<file path="config.mk">
export PLATFORM = sky130hd
export DESIGN_NAME = mem_stage_dport_flat
export DESIGN_NICKNAME = d
export VERILOG_FILES = /design/src/rtl/mem_stage_dport_if.sv /design/src/rtl/mem_stage_dport.sv /design/src/flat_wrapper.sv
export SDC_FILE = /design/constraint.sdc
export NUM_CORES = 1
export LEC_CHECK = 0
export CAP_MARGIN = 10
export CORE_ASPECT_RATIO = 0.7
export CORE_MARGIN = 2
export CORE_UTILIZATION = 30
export CTS_BUF_LIST = sky130_fd_sc_hd__clkbuf_16
export CTS_CLUSTER_DIAMETER = 40
export DETAILED_ROUTE_END_ITERATION = 8
export DONT_BUFFER_PORTS = 1
export PLACE_DENSITY_LB_ADDON = 0.1
export SYNTH_ARGS = -nofsm -noshare
export SYNTH_HDL_FRONTEND = slang
export SYNTH_SLANG_ARGS = --single-unit
</file>
<file path="constraint.sdc">
create_clock -name clk -period 3.3 [get_ports clk]
set_input_delay 0.66 -clock clk [delete_from_list [all_inputs] [get_ports clk]]
set_output_delay 0.66 -clock clk [all_outputs]
set_load 0.005 [all_outputs]
</file>
<file path="src/rtl/mem_stage_dport_if.sv">
// Request, data-memory and result signals of the MEM-stage data port.
//   req_*      : EX/MEM instruction presented to the port
//   dmem_*     : data-memory read/write handshake
//   stall      : freeze IF..MEM while an access is in progress
//   rsp_valid  : access finished, load_data valid
//   load_data  : aligned/extended load result
//   timeout_err: watchdog abandoned the access
//   misalign   : misaligned access rejected (misalign checking builds only)
// slave modport is the port itself; master is the pipeline/memory side.
interface mem_stage_dport_if;
  logic        req_valid;
  logic        req_load;
  logic        req_store;
  logic        req_flush;
  logic [31:0] req_addr;
  logic [31:0] req_wdata;
  logic [3:0]  req_ldsel;
  logic [2:0]  req_stfunct3;
  logic        dmem_read;
  logic        dmem_write;
  logic [31:0] dmem_address;
  logic [31:0] dmem_wdata;
  logic [3:0]  dmem_mbe;
  logic        dmem_resp;
  logic [31:0] dmem_rdata;
  logic        stall;
  logic        rsp_valid;
  logic [31:0] load_data;
  logic        timeout_err;
  logic        misalign;

  modport slave (
    input  req_valid, req_load, req_store, req_flush, req_addr, req_wdata,
           req_ldsel, req_stfunct3, dmem_resp, dmem_rdata,
    output dmem_read, dmem_write, dmem_address, dmem_wdata, dmem_mbe,
           stall, rsp_valid, load_data, timeout_err, misalign
  );

  modport master (
    output req_valid, req_load, req_store, req_flush, req_addr, req_wdata,
           req_ldsel, req_stfunct3, dmem_resp, dmem_rdata,
    input  dmem_read, dmem_write, dmem_address, dmem_wdata, dmem_mbe,
           stall, rsp_valid, load_data, timeout_err, misalign
  );
endinterface

</file>
<file path="src/rtl/mem_stage_dport.sv">
// MEM-stage data-memory port of the pipelined RV32I core.
// Takes loads/stores from EX/MEM, runs the dmem handshake (IDLE -> ACCESS ->
// DONE), stalls the pipeline while the access is outstanding, aligns and
// extends load data and builds store byte-enables / lane-replicated data.
// Ports:
//   clk  : clock, all state on the rising edge
//   rst  : asynchronous active-low reset
//   bus  : mem_stage_dport_if.slave (request, dmem handshake, result)
// Optional feature macro: MISALIGN_CHK_EN -- when defined, misaligned
// half/word accesses skip the memory and finish with misalign=1.
module mem_stage_dport #(
  parameter int TIMEOUT_CYCLES = 64,
  parameter int CNT_W          = 7
) (
  input  logic              clk,
  input  logic              rst,
  mem_stage_dport_if.slave  bus
);

  typedef enum logic [1:0] {
    ST_IDLE   = 2'd0,
    ST_ACCESS = 2'd1,
    ST_DONE   = 2'd2
  } state_t;

  localparam logic [CNT_W-1:0] TMO_LAST = CNT_W'(TIMEOUT_CYCLES - 1);

  state_t            state_r;
  state_t            state_next_s;
  logic [CNT_W-1:0]  cnt_r;
  logic              go_s;
  logic              timeout_s;
  logic              misalign_s;
  logic              is_load_r;
  logic [1:0]        off_r;
  logic [3:0]        ldsel_r;
  logic              dmem_read_r;
  logic              dmem_write_r;
  logic [31:0]       dmem_address_r;
  logic [31:0]       dmem_wdata_r;
  logic [3:0]        dmem_mbe_r;
  logic              rsp_valid_r;
  logic [31:0]       load_data_r;
  logic              timeout_err_r;

  // Select the addressed byte/half from the read word and extend it.
  function automatic logic [31:0] align_load(input logic [3:0] sel,
                                             input logic [1:0] off,
                                             input logic [31:0] rd);
    logic [7:0]  b;
    logic [15:0] h;
    b = rd[8*off +: 8];
    h = off[1] ? rd[31:16] : rd[15:0];
    case (sel)
      4'd3:    align_load = rd;
      4'd5:    align_load = {{24{b[7]}}, b};
      4'd6:    align_load = {24'h000000, b};
      4'd7:    align_load = {{16{h[15]}}, h};
      4'd8:    align_load = {16'h0000, h};
      default: align_load = 32'h0000_0000;
    endcase
  endfunction

  // Byte enables: loads read the whole word; stores enable their lanes.
  function automatic logic [3:0] build_mbe(input logic ld,
                                           input logic [2:0] f3,
                                           input logic [1:0] off);
    if (ld) begin
      build_mbe = 4'hF;
    end else begin
      case (f3)
        3'b000:  build_mbe = 4'b0001 << off;
        3'b001:  build_mbe = 4'b0011 << {off[1], 1'b0};
        3'b010:  build_mbe = 4'hF;
        default: build_mbe = 4'h0;
      endcase
    end
  endfunction

  // Store data is replicated across lanes so the enables pick the slot.
  function automatic logic [31:0] build_wdata(input logic [2:0] f3,
                                              input logic [31:0] d);
    case (f3)
      3'b000:  build_wdata = {4{d[7:0]}};
      3'b001:  build_wdata = {2{d[15:0]}};
      default: build_wdata = d;
    endcase
  endfunction

`ifdef MISALIGN_CHK_EN
  // Half accesses need addr[0]=0, word accesses need addr[1:0]=0.
  function automatic logic is_misaligned(input logic ld,
                                         input logic [3:0] sel,
                                         input logic [2:0] f3,
                                         input logic [1:0] off);
    logic half_s;
    logic word_s;
    half_s = ld ? ((sel == 4'd7) || (sel == 4'd8)) : (f3 == 3'b001);
    word_s = ld ? (sel == 4'd3) : (f3 == 3'b010);
    is_misaligned = (half_s & off[0]) | (word_s & (off != 2'b00));
  endfunction

  logic misalign_r;

  assign misalign_s   = is_misaligned(bus.req_load, bus.req_ldsel,
                                      bus.req_stfunct3, bus.req_addr[1:0]);
  assign bus.misalign = misalign_r;

  // Misalign flag pulses together with rsp_valid in the DONE cycle.
  always_ff @(posedge clk or negedge rst) begin
    if (!rst) begin
      misalign_r <= 1'b0;
    end else begin
      misalign_r <= go_s & misalign_s;
    end
  end
`else
  assign misalign_s   = 1'b0;
  assign bus.misalign = 1'b0;
`endif

  // Next-state logic; flush is only looked at in IDLE.
  always_comb begin
    state_next_s = state_r;
    go_s         = 1'b0;
    timeout_s    = 1'b0;
    case (state_r)
      ST_IDLE: begin
        go_s = bus.req_valid & (bus.req_load | bus.req_store) & ~bus.req_flush;
        if (go_s) begin
          if (misalign_s) begin
            state_next_s = ST_DONE;
          end else begin
            state_next_s = ST_ACCESS;
          end
        end else begin
          state_next_s = ST_IDLE;
        end
      end
      ST_ACCESS: begin
        if (bus.dmem_resp) begin
          state_next_s = ST_DONE;
        end else if (cnt_r == TMO_LAST) begin
          timeout_s    = 1'b1;
          state_next_s = ST_DONE;
        end else begin
          state_next_s = ST_ACCESS;
        end
      end
      ST_DONE: state_next_s = ST_IDLE;
      default: state_next_s = ST_IDLE;
    endcase
  end

  // State register and ACCESS wait counter (cleared outside ACCESS).
  always_ff @(posedge clk or negedge rst) begin
    if (!rst) begin
      state_r <= ST_IDLE;
      cnt_r   <= {CNT_W{1'b0}};
    end else begin
      state_r <= state_next_s;
      if (state_r == ST_ACCESS) begin
        cnt_r <= cnt_r + {{(CNT_W-1){1'b0}}, 1'b1};
      end else begin
        cnt_r <= {CNT_W{1'b0}};
      end
    end
  end

  // Request capture, dmem drive, and result registers.
  always_ff @(posedge clk or negedge rst) begin
    if (!rst) begin
      is_load_r      <= 1'b0;
      off_r          <= 2'b00;
      ldsel_r        <= 4'h0;
      dmem_read_r    <= 1'b0;
      dmem_write_r   <= 1'b0;
      dmem_address_r <= 32'h0000_0000;
      dmem_wdata_r   <= 32'h0000_0000;
      dmem_mbe_r     <= 4'h0;
      load_data_r    <= 32'h0000_0000;
      rsp_valid_r    <= 1'b0;
      timeout_err_r  <= 1'b0;
    end else begin
      case (state_r)
        ST_IDLE: begin
          if (go_s) begin
            is_load_r      <= bus.req_load;
            off_r          <= bus.req_addr[1:0];
            ldsel_r        <= bus.req_ldsel;
            dmem_address_r <= {bus.req_addr[31:2], 2'b00};
            dmem_mbe_r     <= build_mbe(bus.req_load, bus.req_stfunct3,
                                        bus.req_addr[1:0]);
            dmem_wdata_r   <= bus.req_load ? 32'h0000_0000 :
                              build_wdata(bus.req_stfunct3, bus.req_wdata);
            dmem_read_r    <= bus.req_load & ~misalign_s;
            dmem_write_r   <= bus.req_store & ~misalign_s;
            if (misalign_s) begin
              load_data_r <= 32'h0000_0000;
            end
          end
        end
        ST_ACCESS: begin
          if (bus.dmem_resp) begin
            dmem_read_r  <= 1'b0;
            dmem_write_r <= 1'b0;
            if (is_load_r) begin
              load_data_r <= align_load(ldsel_r, off_r, bus.dmem_rdata);
            end
          end else if (timeout_s) begin
            dmem_read_r  <= 1'b0;
            dmem_write_r <= 1'b0;
            load_data_r  <= 32'h0000_0000;
          end
        end
        default: begin
          dmem_read_r  <= 1'b0;
          dmem_write_r <= 1'b0;
        end
      endcase
      rsp_valid_r   <= (state_next_s == ST_DONE);
      timeout_err_r <= timeout_s;
    end
  end

  // Stall is combinational in IDLE so the issuing cycle is already frozen.
  assign bus.stall        = go_s | (state_r == ST_ACCESS);
  assign bus.dmem_read    = dmem_read_r;
  assign bus.dmem_write   = dmem_write_r;
  assign bus.dmem_address = dmem_address_r;
  assign bus.dmem_wdata   = dmem_wdata_r;
  assign bus.dmem_mbe     = dmem_mbe_r;
  assign bus.rsp_valid    = rsp_valid_r;
  assign bus.load_data    = load_data_r;
  assign bus.timeout_err  = timeout_err_r;

endmodule

</file>
<file path="src/flat_wrapper.sv">
// flat-port wrapper written by rule: the top's interface ports become plain ports
module mem_stage_dport_flat 
#(
  parameter int TIMEOUT_CYCLES = 64,
  parameter int CNT_W          = 7
)
  (clk, rst, bus_req_valid, bus_req_load, bus_req_store, bus_req_flush, bus_req_addr, bus_req_wdata, bus_req_ldsel, bus_req_stfunct3, bus_dmem_resp, bus_dmem_rdata, bus_dmem_read, bus_dmem_write, bus_dmem_address, bus_dmem_wdata, bus_dmem_mbe, bus_stall, bus_rsp_valid, bus_load_data, bus_timeout_err, bus_misalign);
  mem_stage_dport_if bus_i ();
  input  logic clk;
  input  logic rst;
  input wire logic [$bits(bus_i.req_valid)-1:0] bus_req_valid;
  input wire logic [$bits(bus_i.req_load)-1:0] bus_req_load;
  input wire logic [$bits(bus_i.req_store)-1:0] bus_req_store;
  input wire logic [$bits(bus_i.req_flush)-1:0] bus_req_flush;
  input wire logic [$bits(bus_i.req_addr)-1:0] bus_req_addr;
  input wire logic [$bits(bus_i.req_wdata)-1:0] bus_req_wdata;
  input wire logic [$bits(bus_i.req_ldsel)-1:0] bus_req_ldsel;
  input wire logic [$bits(bus_i.req_stfunct3)-1:0] bus_req_stfunct3;
  input wire logic [$bits(bus_i.dmem_resp)-1:0] bus_dmem_resp;
  input wire logic [$bits(bus_i.dmem_rdata)-1:0] bus_dmem_rdata;
  output wire logic [$bits(bus_i.dmem_read)-1:0] bus_dmem_read;
  output wire logic [$bits(bus_i.dmem_write)-1:0] bus_dmem_write;
  output wire logic [$bits(bus_i.dmem_address)-1:0] bus_dmem_address;
  output wire logic [$bits(bus_i.dmem_wdata)-1:0] bus_dmem_wdata;
  output wire logic [$bits(bus_i.dmem_mbe)-1:0] bus_dmem_mbe;
  output wire logic [$bits(bus_i.stall)-1:0] bus_stall;
  output wire logic [$bits(bus_i.rsp_valid)-1:0] bus_rsp_valid;
  output wire logic [$bits(bus_i.load_data)-1:0] bus_load_data;
  output wire logic [$bits(bus_i.timeout_err)-1:0] bus_timeout_err;
  output wire logic [$bits(bus_i.misalign)-1:0] bus_misalign;
  assign bus_i.req_valid = bus_req_valid;
  assign bus_i.req_load = bus_req_load;
  assign bus_i.req_store = bus_req_store;
  assign bus_i.req_flush = bus_req_flush;
  assign bus_i.req_addr = bus_req_addr;
  assign bus_i.req_wdata = bus_req_wdata;
  assign bus_i.req_ldsel = bus_req_ldsel;
  assign bus_i.req_stfunct3 = bus_req_stfunct3;
  assign bus_i.dmem_resp = bus_dmem_resp;
  assign bus_i.dmem_rdata = bus_dmem_rdata;
  assign bus_dmem_read = bus_i.dmem_read;
  assign bus_dmem_write = bus_i.dmem_write;
  assign bus_dmem_address = bus_i.dmem_address;
  assign bus_dmem_wdata = bus_i.dmem_wdata;
  assign bus_dmem_mbe = bus_i.dmem_mbe;
  assign bus_stall = bus_i.stall;
  assign bus_rsp_valid = bus_i.rsp_valid;
  assign bus_load_data = bus_i.load_data;
  assign bus_timeout_err = bus_i.timeout_err;
  assign bus_misalign = bus_i.misalign;
  mem_stage_dport #(.TIMEOUT_CYCLES(TIMEOUT_CYCLES), .CNT_W(CNT_W)) u_core (.clk(clk), .rst(rst), .bus(bus_i));
endmodule
</file>
==> metrics <==
largest net degree at the start of global routing 119; Rows 41; Slew headroom 41.9%; # DRC 0; CP peak stage delay 0.56 ns; RR Startpoint u_core.ldsel_r[1]; final setup fails 0; Ports 216; CTS max path bufs 2; met2 Usage GRT 22.6%; Leak Pwr 0.00286 uW; RR Endpoint u_core.bus.load_data[14]; setup bufs post-CTS 0; critical path's slowest cell dfrtp_1; FF-to-FF setup slack 1.15 ns; Required @ worst endpoint 3.63 ns; WP buf/inv 1; layout cells sized above 1 13.3%; first-pass GRT wire length 24,300 um; core area 18,000 sq um; HP Class primary input to async pin; worst vdd ir 0.297 mV; Seq/Total Area, Yosys 53.7%; worst hold margin -0.0653 ns; Worst path top cell family by delay simple AND/OR/NAND/NOR gates; Die Ht 117 um; DR vias 4,141; max frequency 465 MHz; post-detailed-routing wire length 15,700 um; Layout area overhead 13.4%; cell count after synthesis 579; DP Wirelength 10,700 um; P per Cell Area 699 nW/um^2; Critical Path, Cell by Cell nor4bb_4 -> buf_4 -> a221o_1 -> and2_1 -> a22oi_2 -> o21ai_1; most frequent cell after synthesis nand2_1; Area contributors post-synth dfrtp_1 (54%), nand2_1 (13%), o21ai_1 (3.4%); Syn. warnings 0; DR pass1 iterations 5; vias in the first global route 4,093; CTS tree yes; busiest grt layer met1; Post-synth EDFFs 0; Synth cell types 46; GRT Total Usage 16.4%; max cap viols 0; top cell type by total area after synthesis dfrtp_1; clk slew on worst S/H paths 0.06 ns; area occupied by multi-input gates 2350 sq um; Worst Skew 0.00848 ns; ys flop type dfrtp_1; Post-DP Area 5670 sq um; crit-path max FO 24; slew at the pin closest to its max-slew limit 0.871 ns; TritonCTS Buffers 17; worst r2r path cells 6; max-slew violation count 0; ys async rst share 100%; starting DRC count in detailed routing 323; Tcrit/Tclk final 65.2%; die width 166 um; fin nets 676; port bufs 0; M1 GR Usage 22.7%; violated checks negative hold slack; met3 usage 7.53%; crit path DAT 2.48 ns; Initial Util 30.5%; Crit. Startpoint u_core.ldsel_r[1]; clk sinks 118; worst skew pair latency 0.41 ns; drt via density 5.09; post-route cell area 6230 sq um; CP Launch Type register; status complete, but fails checks; H-tree levels 4; fill count 1,807; area share of the largest cell type after synthesis 53.7%; die area 19,400 sq um; CTS resizes 0; Final min period 2.15 ns; initial antenna violation count 0; kind of critical path register to register; Routed Antenna Nets 0; Overflow after GRT 0; RSZ-0062 raised after global routing false; gp weighted congestion 0.764; setup TNS 0 ns; Ant. Diodes 0; WL/cell 19.3 um; number of synthesized register bits 118; FF/Latch Area 2950 sq um; commonest cells in the netlist nand2_1 (193), dfrtp_1 (118), o21ai_1 (37); final hold vios 118; CP Capture Type register; root buf cell clkbuf_16; Synth Cell Area 5500 sq um; syn_area_per_cell 9.50 sq um
[layout by cell type (no fill, tap or decap), types with 2 or more instances in the layout]
cell | synthesis | final
clkinv_2 | 0 | 3
clkbuf_16 | 0 | 17
nand3b_1 | 8 | 8
a21o_1 | 3 | 3
buf_4 | 4 | 7
nor2b_1 | 3 | 3
dfrtp_1 | 118 | 118
inv_1 | 4 | 5
nor2_1 | 24 | 22
bufinv_16 | 0 | 2
mux2_2 | 14 | 14
a32o_1 | 3 | 3
a222oi_1 | 7 | 7
conb_1 | 1 | 3
nor2_2 | 1 | 3
o21bai_1 | 2 | 2
o31ai_1 | 9 | 9
a21oi_1 | 30 | 30
a21oi_2 | 9 | 9
o21ai_1 | 37 | 36
xnor2_1 | 2 | 2
nand2b_1 | 3 | 3
clkinv_4 | 0 | 2
a22oi_2 | 7 | 7
clkinv_1 | 0 | 3
mux2i_1 | 16 | 16
nand3_1 | 2 | 2
mux4_2 | 2 | 2
o21ai_0 | 16 | 16
and3_1 | 4 | 4
nand2_1 | 193 | 192
clkinvlp_4 | 0 | 3
xor2_1 | 3 | 3
[worst max path at each step]
stage	to	slack (ns)	depth (start not counted)
final	u_core.bus.load_data[14]	1.15	6
after global routing	u_core.bus.load_data[8]	1.01	6
after CTS	u_core.bus.load_data[12]	1.15	6
after detailed placement	u_core.bus.dmem_wdata[14]	1.11	5
after global placement	u_core.bus.dmem_wdata[9]	1.16	5
after floorplan	bus_stall	0.96	7
[state kept, by name, indices dropped and copies added (netlist names)]
| register | flops |
|---|---|
| u_core.bus.dmem_wdata | 32 |
| u_core.bus.load_data | 32 |
| u_core.bus.dmem_address | 30 |
| u_core.cnt_r | 7 |
| u_core.bus.dmem_mbe | 4 |
| u_core.ldsel_r | 4 |
| u_core.off_r | 2 |
| u_core.state_r | 2 |
| u_core.bus.dmem_read | 1 |
| u_core.bus.dmem_write | 1 |
| u_core.bus.rsp_valid | 1 |
| u_core.bus.timeout_err | 1 |
| u_core.is_load_r | 1 |
[logic make-up (layout without fill, tap and decap cells)]
logic type / count (synthesis) / count (layout) / share of synthesized area (%)
flip-flops: 118 / 118 / 53.7
AO/OA/AOI/OAI: 127 / 127 / 14.9
XOR/XNOR: 5 / 5 / 0.797
AND/OR/NAND/NOR: 248 / 248 / 19.2
other: 1 / 3 / 0.0682
multiplexers: 32 / 32 / 6.60
buffers and inverters: 46 / 43 / 4.26
adder cells (fa/ha/maj): 2 / 2 / 0.410
[where the power goes]
part | leakage, uW | total, uW | switching, uW | internal [uW]
Clock | 0.000273 | 1790 | 688 | 1100
Combinational | 0.00104 | 596 | 324 | 272
Sequential | 0.00155 | 1970 | 264 | 1710
Total | 0.00286 | 4360 | 1280 | 3080
[worst register-to-register path, delay by kind of cell (launching register included)]
| kind | cells | cell delay [ns] |
|---|---|---|
| flip-flops | 1 | 0.56 |
| AO/OA/AOI/OAI | 3 | 0.43 |
| AND/OR/NAND/NOR | 2 | 0.74 |
| buffers and inverters | 1 | 0.36 |
[layer usage]
metal  part of all wire (%)  vias to the layer above
met4                   0.88                        0
met2                     42                      161
met3                    9.8                       10
met5                      0                        -
met1                     47                     2040
li1                       -                     1930
[layout make-up]
cell class                      instances  area share [%]
Clock buffer                           17            6.82
Clock inverter                         15            2.23
Inverter                                4           0.241
Multi-Input combinational cell        417            37.8
Sequential cell                       118            47.4
Tap cell                              236            4.74
Timing Repair Buffer                    7           0.843
[stage by stage]
step	total power, uW	instances	util (%)	setup WS, ns
6_report	4360	814	34.6	1.15
5_1_grt	4610	814	34.6	1.01
4_1_cts	4410	814	34.6	1.15
3_5_place_dp	2600	782	31.5	1.11
3_3_place_gp	2590	782	31.5	1.16
2_1_floorplan	2420	581	-	0.958
No activity file was read; power rests on OpenSTA's default activity.
==> RTL change: new RTL, same settings <==
Add a define of `MISALIGN_CHK_EN`.
--- a/src/rtl/mem_stage_dport.sv
+++ b/src/rtl/mem_stage_dport.sv
@@ -10,2 +10,4 @@
 // half/word accesses skip the memory and finish with misalign=1.
+`define MISALIGN_CHK_EN
+
 module mem_stage_dport #(
Function: changed (a bounded check fails within 4 cycles, from zero or initial values and one cycle with rst low).
==> RTL change against the unedited design <==
- the flow still finishes with violations (negative hold slack)
- power is 2.2% higher
- area after synthesis is 4.7% higher
- sequential cell count is 1 higher
- routed wire length is 6.5% higher
- worst setup slack worse by 0.23 ns
- die area is 4.5% higher
- cell count is 6.3% higher
- final area is 4.7% higher
- critical endpoint unchanged
- largest power group unchanged
- highest routed layer unchanged
==> RTL change: results (changes against the unedited design) <==
stage;metric;value;unit;change
placed_design;dpl ws;0.9185;ns;-0.1877 ns
routing;routed vias;4507;;+8.8%
layout;comb_multi_in;451;;+8.2%
status;failing checks;negative hold slack;;
global_route;met1 Use GR;23.32;%;+0.59 points
sta;clk_skew;0.01353;ns;+0.005048 ns
cts;Worst-Skew Late Latency;0.42;ns;
synthesis;Unique masters post-synth;55;;+20%
sta;WHS;-0.05190;ns;+0.01336 ns
global_route;first-pass GRT wire length;26.27;mm;+8.3%
placed_design;hpwl dp;11.87;mm;+11%
sta;final hold vios;119;;+0.85%
synthesis;XOR/XNOR Fraction of Synth Area;0.6088;%;-0.19 points
setup_path;Reg2Reg Depth;5;;-1
layout;share of layout cells above drive strength 1;7.223;%;-6.1 points
sta;worst-margin pin slew;0.8517;ns;-0.01941 ns
global_route;grt met2 use;23.60;%;+1.0 points
layout;Nets;721;;+6.7%
layout;Non-CTS inverters;13;;+9
routing;mean routed wirelength per cell;19.40;µm;+0.26%
layout;ClkCell Share;9.009;%;-0.044 points
placed_design;placed cell areas;5939;µm²;+4.8%
global_route;number of global-route vias before repair;4446;;+8.6%
global_route;met3 usage;7.223;%;-0.31 points
synthesis;Seq/Total Area, Yosys;51.75;%;-2.0 points
synthesis;instance count of the mapped netlist;625;;+7.9%
layout;fraction of area in multi-input gates;39.06;%;+1.3 points
layout;Non-Filler Instances;865;;+6.3%
synthesis;ranking of synthesized cells by area;dfrtp_1 52%, nand2_1 13%, mux2i_1 7.0%;;
setup_path;Worst Path Arrival;2.73;ns;+0.25 ns
placed_design;GP Congestion;0.8704;;+14%
synthesis;adder and majority gate portion of the synthesized area;0.2174;%;-0.19 points
pwr;Leak Pwr;3.145;nW;+9.9%
status;status;finished with violations;;
sta;final worst slack;0.9227;ns;-0.2269 ns
synthesis;#FFs+latches synth;119;;+0.85%
synthesis;post-synthesis mux area share;7.545;%;+0.95 points
setup_path;Worst Path Max Fanout;15;;-38%
layout;Non-clock buffer share;0.9201;%;+0.077 points
global_route;GRT Total Usage;16.97;%;+0.62 points
synthesis;top cells by count, synth;205 x nand2_1, 119 x dfrtp_1, 51 x o21ai_0, 40 x mux2i_1, 26 x a22o_1;;
layout;Seq/total area;45.62;%;-1.8 points
pwr;VDD IR-drop max;0.3339;mV;+12%
synthesis;post-synthesis compound-gate area fraction;15.00;%;+0.074 points
placed_design;placed cells;833;;+6.5%
routing;drt pass-1 iters;4;;-1
[RTL change: cell types whose count changed in the layout (fill, tap and decap cells not counted), sizes merged, moves of 10 or more]
| cell | unedited run | this run |
|---|---|---|
| mux2 | 14 | 1 |
| nor2 | 25 | 15 |
| a22o | 0 | 26 |
| nand3 | 2 | 14 |
| mux2i | 16 | 40 |
| inv | 6 | 16 |
| a21oi | 39 | 21 |
| nand2 | 193 | 205 |
[RTL change: how the worst min path moves through the flow]
stage / slack [ns] / end / from
finish: -0.05 / u_core.bus.load_data[30] / rst
global placement: 0.37 / u_core.bus.misalign / rst
global route: -0.08 / u_core.bus.dmem_wdata[11] / rst
floorplan: 0.36 / u_core.bus.dmem_address[10] / rst
CTS: -0.08 / u_core.bus.load_data[0] / rst
detailed placement: 0.37 / u_core.bus.load_data[6] / rst
[RTL change: kinds of logic (layout without fill, tap and decap cells)]
logic type | after synthesis | count (layout)
AND/OR/NAND/NOR | 270 | 270
XOR/XNOR | 4 | 4
flip-flops | 119 | 119
buffers and inverters | 56 | 53
adder cells (fa/ha/maj) | 1 | 1
multiplexers | 42 | 42
other | 1 | 2
AO/OA/AOI/OAI | 132 | 132
[RTL change: where the power goes]
part	leakage, nW	internal, mW	switching [mW]
Combinational	1.30	0.271	0.365
Sequential	1.57	1.70	0.255
Clock	0.284	1.18	0.685
[RTL change: worst max-delay path, cell delays in order (launching register included)]
cell     delay [ns]
dfrtp_1        0.53
nor4b_2        0.51
o211a_1        0.37
and2_1         0.45
buf_4          0.29
a22o_1         0.15
[RTL change: layer usage]
metal	vias to the layer above	share of wire [%]
li1	2108	-
met5	-	0
met1	2191	45
met2	190	43
met3	18	10
met4	0	1.6
